<file path="src/rtl/signed_accumulator_if.sv">
// Term-stream and result handshake bundle for signed_accumulator.
interface signed_accumulator_if #(
    parameter int unsigned W     = 8,
    parameter int unsigned ACC_W = 20
);
    logic                    start;
    logic                    in_valid;
    logic signed [W-1:0]     in_data;
    logic                    in_ready;
    logic                    out_valid;
    logic                    out_ready;
    logic signed [ACC_W-1:0] out_data;
    logic                    busy;

    modport master (
        output start, in_valid, in_data, out_ready,
        input  in_ready, out_valid, out_data, busy
    );

    modport slave (
        input  start, in_valid, in_data, out_ready,
        output in_ready, out_valid, out_data, busy
    );
endinterface

</file>
<file path="src/rtl/signed_accumulator.sv">
// Sums DEPTH signed terms into one exact ACC_W-bit result, delivered over a
// valid/ready handshake. All outputs are registered.
module signed_accumulator #(
    parameter int unsigned W     = 8,
    parameter int unsigned DEPTH = 4096,
    parameter int unsigned ACC_W = W + $clog2(DEPTH)
) (
    input  logic                  clk,
    input  logic                  rst,
    signed_accumulator_if.slave   bus
);
    localparam int unsigned CNT_W = $clog2(DEPTH + 1);

    typedef enum logic [1:0] {
        IDLE = 2'd0,
        ACC  = 2'd1,
        DONE = 2'd2
    } state_t;

    state_t                  state;
    logic signed [ACC_W-1:0] acc;
    logic [CNT_W-1:0]        cnt;
    logic                    in_ready_q;
    logic                    out_valid_q;
    logic signed [ACC_W-1:0] out_data_q;
    logic                    busy_q;
    logic signed [ACC_W-1:0] sum_c;

    // Sign-extending width cast keeps the running sum exact.
    assign sum_c = acc + ACC_W'(bus.in_data);

    always_ff @(posedge clk or negedge rst) begin
        if (!rst) begin
            state       <= IDLE;
            acc         <= '0;
            cnt         <= '0;
            in_ready_q  <= 1'b0;
            out_valid_q <= 1'b0;
            out_data_q  <= '0;
            busy_q      <= 1'b0;
        end else begin
            case (state)
                IDLE: begin
                    if (bus.start) begin
                        acc        <= '0;
                        cnt        <= '0;
                        state      <= ACC;
                        in_ready_q <= 1'b1;
                        busy_q     <= 1'b1;
                    end
                end
                ACC: begin
                    if (bus.in_valid) begin
                        acc <= sum_c;
                        cnt <= cnt + CNT_W'(1);
                        // Final term: publish the sum including it.
                        if (cnt == CNT_W'(DEPTH - 1)) begin
                            state       <= DONE;
                            in_ready_q  <= 1'b0;
                            out_valid_q <= 1'b1;
                            out_data_q  <= sum_c;
                        end
                    end
                end
                DONE: begin
                    if (bus.out_ready) begin
                        state       <= IDLE;
                        out_valid_q <= 1'b0;
                        busy_q      <= 1'b0;
                    end
                end
                default: begin
                    state       <= IDLE;
                    in_ready_q  <= 1'b0;
                    out_valid_q <= 1'b0;
                    busy_q      <= 1'b0;
                end
            endcase
        end
    end

    assign bus.in_ready  = in_ready_q;
    assign bus.out_valid = out_valid_q;
    assign bus.out_data  = out_data_q;
    assign bus.busy      = busy_q;
endmodule

</file>
<file path="src/flat_wrapper.sv">
// flat-port wrapper written by rule: the top's interface ports become plain ports
module signed_accumulator_flat 
#(
    parameter int unsigned W     = 8,
    parameter int unsigned DEPTH = 4096,
    parameter int unsigned ACC_W = W + $clog2(DEPTH)
)
  (clk, rst, bus_start, bus_in_valid, bus_in_data, bus_out_ready, bus_in_ready, bus_out_valid, bus_out_data, bus_busy);
  signed_accumulator_if #(.W(W), .ACC_W(ACC_W)) bus_i ();
  input  logic clk;
  input  logic rst;
  input wire logic [$bits(bus_i.start)-1:0] bus_start;
  input wire logic [$bits(bus_i.in_valid)-1:0] bus_in_valid;
  input wire logic [$bits(bus_i.in_data)-1:0] bus_in_data;
  input wire logic [$bits(bus_i.out_ready)-1:0] bus_out_ready;
  output wire logic [$bits(bus_i.in_ready)-1:0] bus_in_ready;
  output wire logic [$bits(bus_i.out_valid)-1:0] bus_out_valid;
  output wire logic [$bits(bus_i.out_data)-1:0] bus_out_data;
  output wire logic [$bits(bus_i.busy)-1:0] bus_busy;
  assign bus_i.start = bus_start;
  assign bus_i.in_valid = bus_in_valid;
  assign bus_i.in_data = bus_in_data;
  assign bus_i.out_ready = bus_out_ready;
  assign bus_in_ready = bus_i.in_ready;
  assign bus_out_valid = bus_i.out_valid;
  assign bus_out_data = bus_i.out_data;
  assign bus_busy = bus_i.busy;
  signed_accumulator #(.W(W), .DEPTH(DEPTH), .ACC_W(ACC_W)) u_core (.clk(clk), .rst(rst), .bus(bus_i));
endmodule
</file>
<file path="config.mk">
export PLATFORM = sky130hd
export DESIGN_NAME = signed_accumulator_flat
export DESIGN_NICKNAME = d
export VERILOG_FILES = /design/src/rtl/signed_accumulator_if.sv /design/src/rtl/signed_accumulator.sv /design/src/flat_wrapper.sv
export SDC_FILE = /design/constraint.sdc
export NUM_CORES = 1
export LEC_CHECK = 0
export CORE_MARGIN = 2
export CORE_UTILIZATION = 61
export DETAILED_ROUTE_END_ITERATION = 16
export HOLD_SLACK_MARGIN = 0.02
export PLACE_DENSITY = 0.95
export SYNTH_ARGS = -nofsm -noshare
export SYNTH_HDL_FRONTEND = slang
export SYNTH_SLANG_ARGS = --single-unit
export TNS_END_PERCENT = 100
</file>
<file path="constraint.sdc">
create_clock -name clk -period 6.2 [get_ports clk]
set_input_delay 0.62 -clock clk [delete_from_list [all_inputs] [get_ports clk]]
set_output_delay 0.62 -clock clk [all_outputs]
set_load 0.01 [all_outputs]
</file>
==> flow_summary.json <==
{
  "finalSetupViolations": 0,
  "wl_per_cell_um": 16.3,
  "clkLatencyLatePin_ns": 0.34,
  "status": "completed",
  "synth-edff-count": 0,
  "hp-class": "input pin to async pin",
  "cp_data_arrival_time_ns": 3.23,
  "synth.ff_latch_count": 58,
  "drive_gt1_share_pct": 9.76,
  "htree_levels": 3,
  "fmax_ghz": 0.334,
  "place.gp.congestion": 0.870,
  "finalWirelength_mm": 7.32,
  "clock_skew_ns": 0.0105,
  "period_needed_ns": 2.99,
  "cts_tree": "yes",
  "die_w_um": 77.5,
  "drc": 0,
  "routed_via_density": 5.88,
  "die_h_um": 77.5,
  "final.setup.tns_ns": 0,
  "nFillCells": 326,
  "syn_area_per_cell_um2": 9.69,
  "placed_area_mm2": 0.00366,
  "netSwitchingPower_w": 0.000630,
  "cts_root_buf": "clkbuf_8",
  "cts_buffers": 9,
  "ys.flop_type": "dfrtp_1",
  "grt_pass1_wl_mm": 12.5,
  "critPathBufInv": 1,
  "criticalPathCategory": "input pin to flip-flop",
  "slew_headroom_pct": 29.6,
  "crit_chain": "clkdlybuf4s50_1 -> ha_1 -> a21oi_1 -> o21ai_1 -> a311oi_1 -> o31ai_2 -> xor2_1 -> o21ai_0 -> a22o_1",
  "power_leakage_nw": 1.78,
  "drt_iter0_drc": 219,
  "syn_area_mm2": 0.00330,
  "power_w": 0.00162,
  "synth_cell_types": 46,
  "comb_power_share_pct": 45.1,
  "crit_path_max_fanout": 13,
  "core_mm2": 0.00517,
  "synthArstFlopShare_pct": 100,
  "synthCells": 340,
  "peakVddDrop_mv": 0.228,
  "max_cap_viol_count": 0,
  "grt-ovfl-total": 0,
  "grt_max_degree": 59,
  "finalCritPeriodShare_pct": 48.3,
  "rsz0062_at_grt": "no",
  "yosysSeqAreaShare_pct": 44.0,
  "swShare_pct": 38.8,
  "worstRegToRegCells": 4,
  "power.internal_w": 0.000994,
  "cp.depth": 9,
  "cts_resized": 0,
  "clk_pin_slew_ns": 0.07,
  "hold_buffers": 0,
  "cts.sinks": 58,
  "antenna_found_initial": 0,
  "dr.pass1.iters": 4,
  "slowest_stage": "clkdlybuf4s50_1",
  "design_area_mm2": 0.00387,
  "syn_to_final_growth_pct": 17.5,
  "yosysWarnings": 0,
  "pwr-share-clk_pct": 22.7,
  "synthesis.nets": 374,
  "ios": 36,
  "p_per_area_mw_per_mm2": 419,
  "initial_core_util_pct": 63.7,
  "io_buffers": 35,
  "fp-row-count": 26,
  "hpwlAfterDp_mm": 5.06,
  "ant_nets": 0,
  "grt_usage_pct": 26.5,
  "antenna_cells": 0,
  "crit_start": "bus_in_data[7]",
  "cp.required_ns": 6.43,
  "cts_buffer_depth": 2,
  "slew_viol_final": 0,
  "postCtsSetupBuffers": 0,
  "start_kind": "input pin",
  "power.share.sequential_pct": 32.2,
  "cp_top_family": "compound AO/OA/AOI/OAI gates",
  "crit_path_end_kind": "flip-flop",
  "critPathMaxStageDelay_ns": 0.84,
  "num_vias": 2641,
  "finalHoldViolations": 0,
  "worst-slew-pin-transition_ns": 1.06,
  "r2r-start": "u_core.state[0]",
  "nNetsFinal": 408,
  "die_area_mm2": 0.00601,
  "grt_pass1_vias": 2741
}
## layer usage
metal  vias to the layer above  wire (um)  GRT usage [%]
li1                       1269          -              -
met1                      1278       3250           34.2
met2                        85       3530           43.4
met3                         9        450           6.63
met4                         0         98           9.64
met5                         -          0              0
## power by group through the flow
stage	combinational, W	clock, W	sequential, W
finish	0.000732	0.000368	0.000523
global placement	0.000679	0	0.000520
floorplan	0.000595	0	0.000509
detailed placement	0.000717	0	0.000524
global route	0.000814	0.000390	0.000531
CTS	0.000726	0.000373	0.000521
## metrics by stage
step	setup WS, ns	instances	hold slack [ns]	utilization (%)
3_3_place_gp	2.95	433	0.458	70.7
3_5_place_dp	2.87	433	0.463	70.7
6_report	3.21	449	0.422	74.8
2_1_floorplan	3.81	340	0.324	-
4_1_cts	3.22	449	0.435	74.8
5_1_grt	3.00	449	0.481	74.8
## state kept, by name, indices dropped and copies added, names as in the netlist
signal,count
u_core.acc,20
u_core.bus.out_data,20
u_core.state,2
u_core.bus.in_ready,1
u_core.bus.busy,1
u_core.cnt,13
u_core.bus.out_valid,1
## synth_stat cells (3+ instances only)
master    instances  share of area, %
or3_1             3              0.57
clkbuf_1          5              0.57
nand3_1           4              0.61
a22o_1           20               5.3
nor2b_1           5              0.95
o211ai_1          3              0.68
nand2_1          60               6.8
o21ai_0          12               1.8
inv_1             8              0.91
mux2_2            7               2.4
o21ai_1           5              0.76
dfrtp_1          58                44
a21oi_1          23               3.5
o21a_1            7               1.6
xnor2_1          14               3.7
nor2_1           25               2.8
buf_4             4              0.91
xor2_1           13               3.5
ha_1             20               7.6
nor3_1            4              0.61
a21o_1            3              0.68
nand4_1           4              0.76
## cells in the final DEF (no fill, tap or decap), types with 4 or more instances in the layout
| cell | instances |
|---|---|
| o21a_1 | 7 |
| ha_1 | 20 |
| mux2_2 | 7 |
| dfrtp_1 | 58 |
| nand3_1 | 4 |
| xor2_1 | 13 |
| clkbuf_8 | 12 |
| o21ai_0 | 12 |
| a22o_1 | 20 |
| nand2_1 | 60 |
| a21oi_1 | 23 |
| inv_1 | 8 |
| nor2_1 | 25 |
| o21ai_1 | 5 |
| nand4_1 | 4 |
| nor3_1 | 4 |
| clkdlybuf4s50_1 | 34 |
| xnor2_1 | 14 |
| nor2b_1 | 5 |
## worst reg2reg max path: stages (launching register included)
cell	delay (ns)
dfrtp_1	0.41
nand2_1	0.12
nor2_2	0.81
and2_1	0.78
mux2_2	0.42
## kinds of logic after synthesis
| kind of cell | synth area share (%) |
|---|---|
| buffers and inverters | 3.53 |
| muxes | 2.39 |
| AOI/OAI and AO/OA | 19.1 |
| adders and majority gates | 8.20 |
| DFF | 44.0 |
| and+or+nand+nor | 15.5 |
| xor gates and xnor gates | 7.18 |
## worst paths after layout
check                                                to  slack (ns)
min in group clk                 u_core.bus.out_data[0]        0.48
worst min register to register   u_core.bus.out_data[0]        0.48
worst max register to register  u_core.bus.out_data[18]        3.55
worst max-delay path                     u_core.acc[19]        3.21
worst min-delay path             u_core.bus.out_data[2]        0.42
max in group asynchronous       u_core.bus.out_data[13]        5.31
## layout make-up
| type | instances | area [um^2] | share of cell area [%] |
|---|---|---|---|
| clock buffers | 12 | 165 | 4.27 |
| clock inverters | 4 | 48.8 | 1.26 |
| inverters | 8 | 30.0 | 0.776 |
| multi-input cells | 260 | 1730 | 44.6 |
| flip-flops and latches | 58 | 1450 | 37.5 |
| well taps | 70 | 87.6 | 2.26 |
| repair buffers | 37 | 360 | 9.31 |
(Power assumes the default switching activity.)
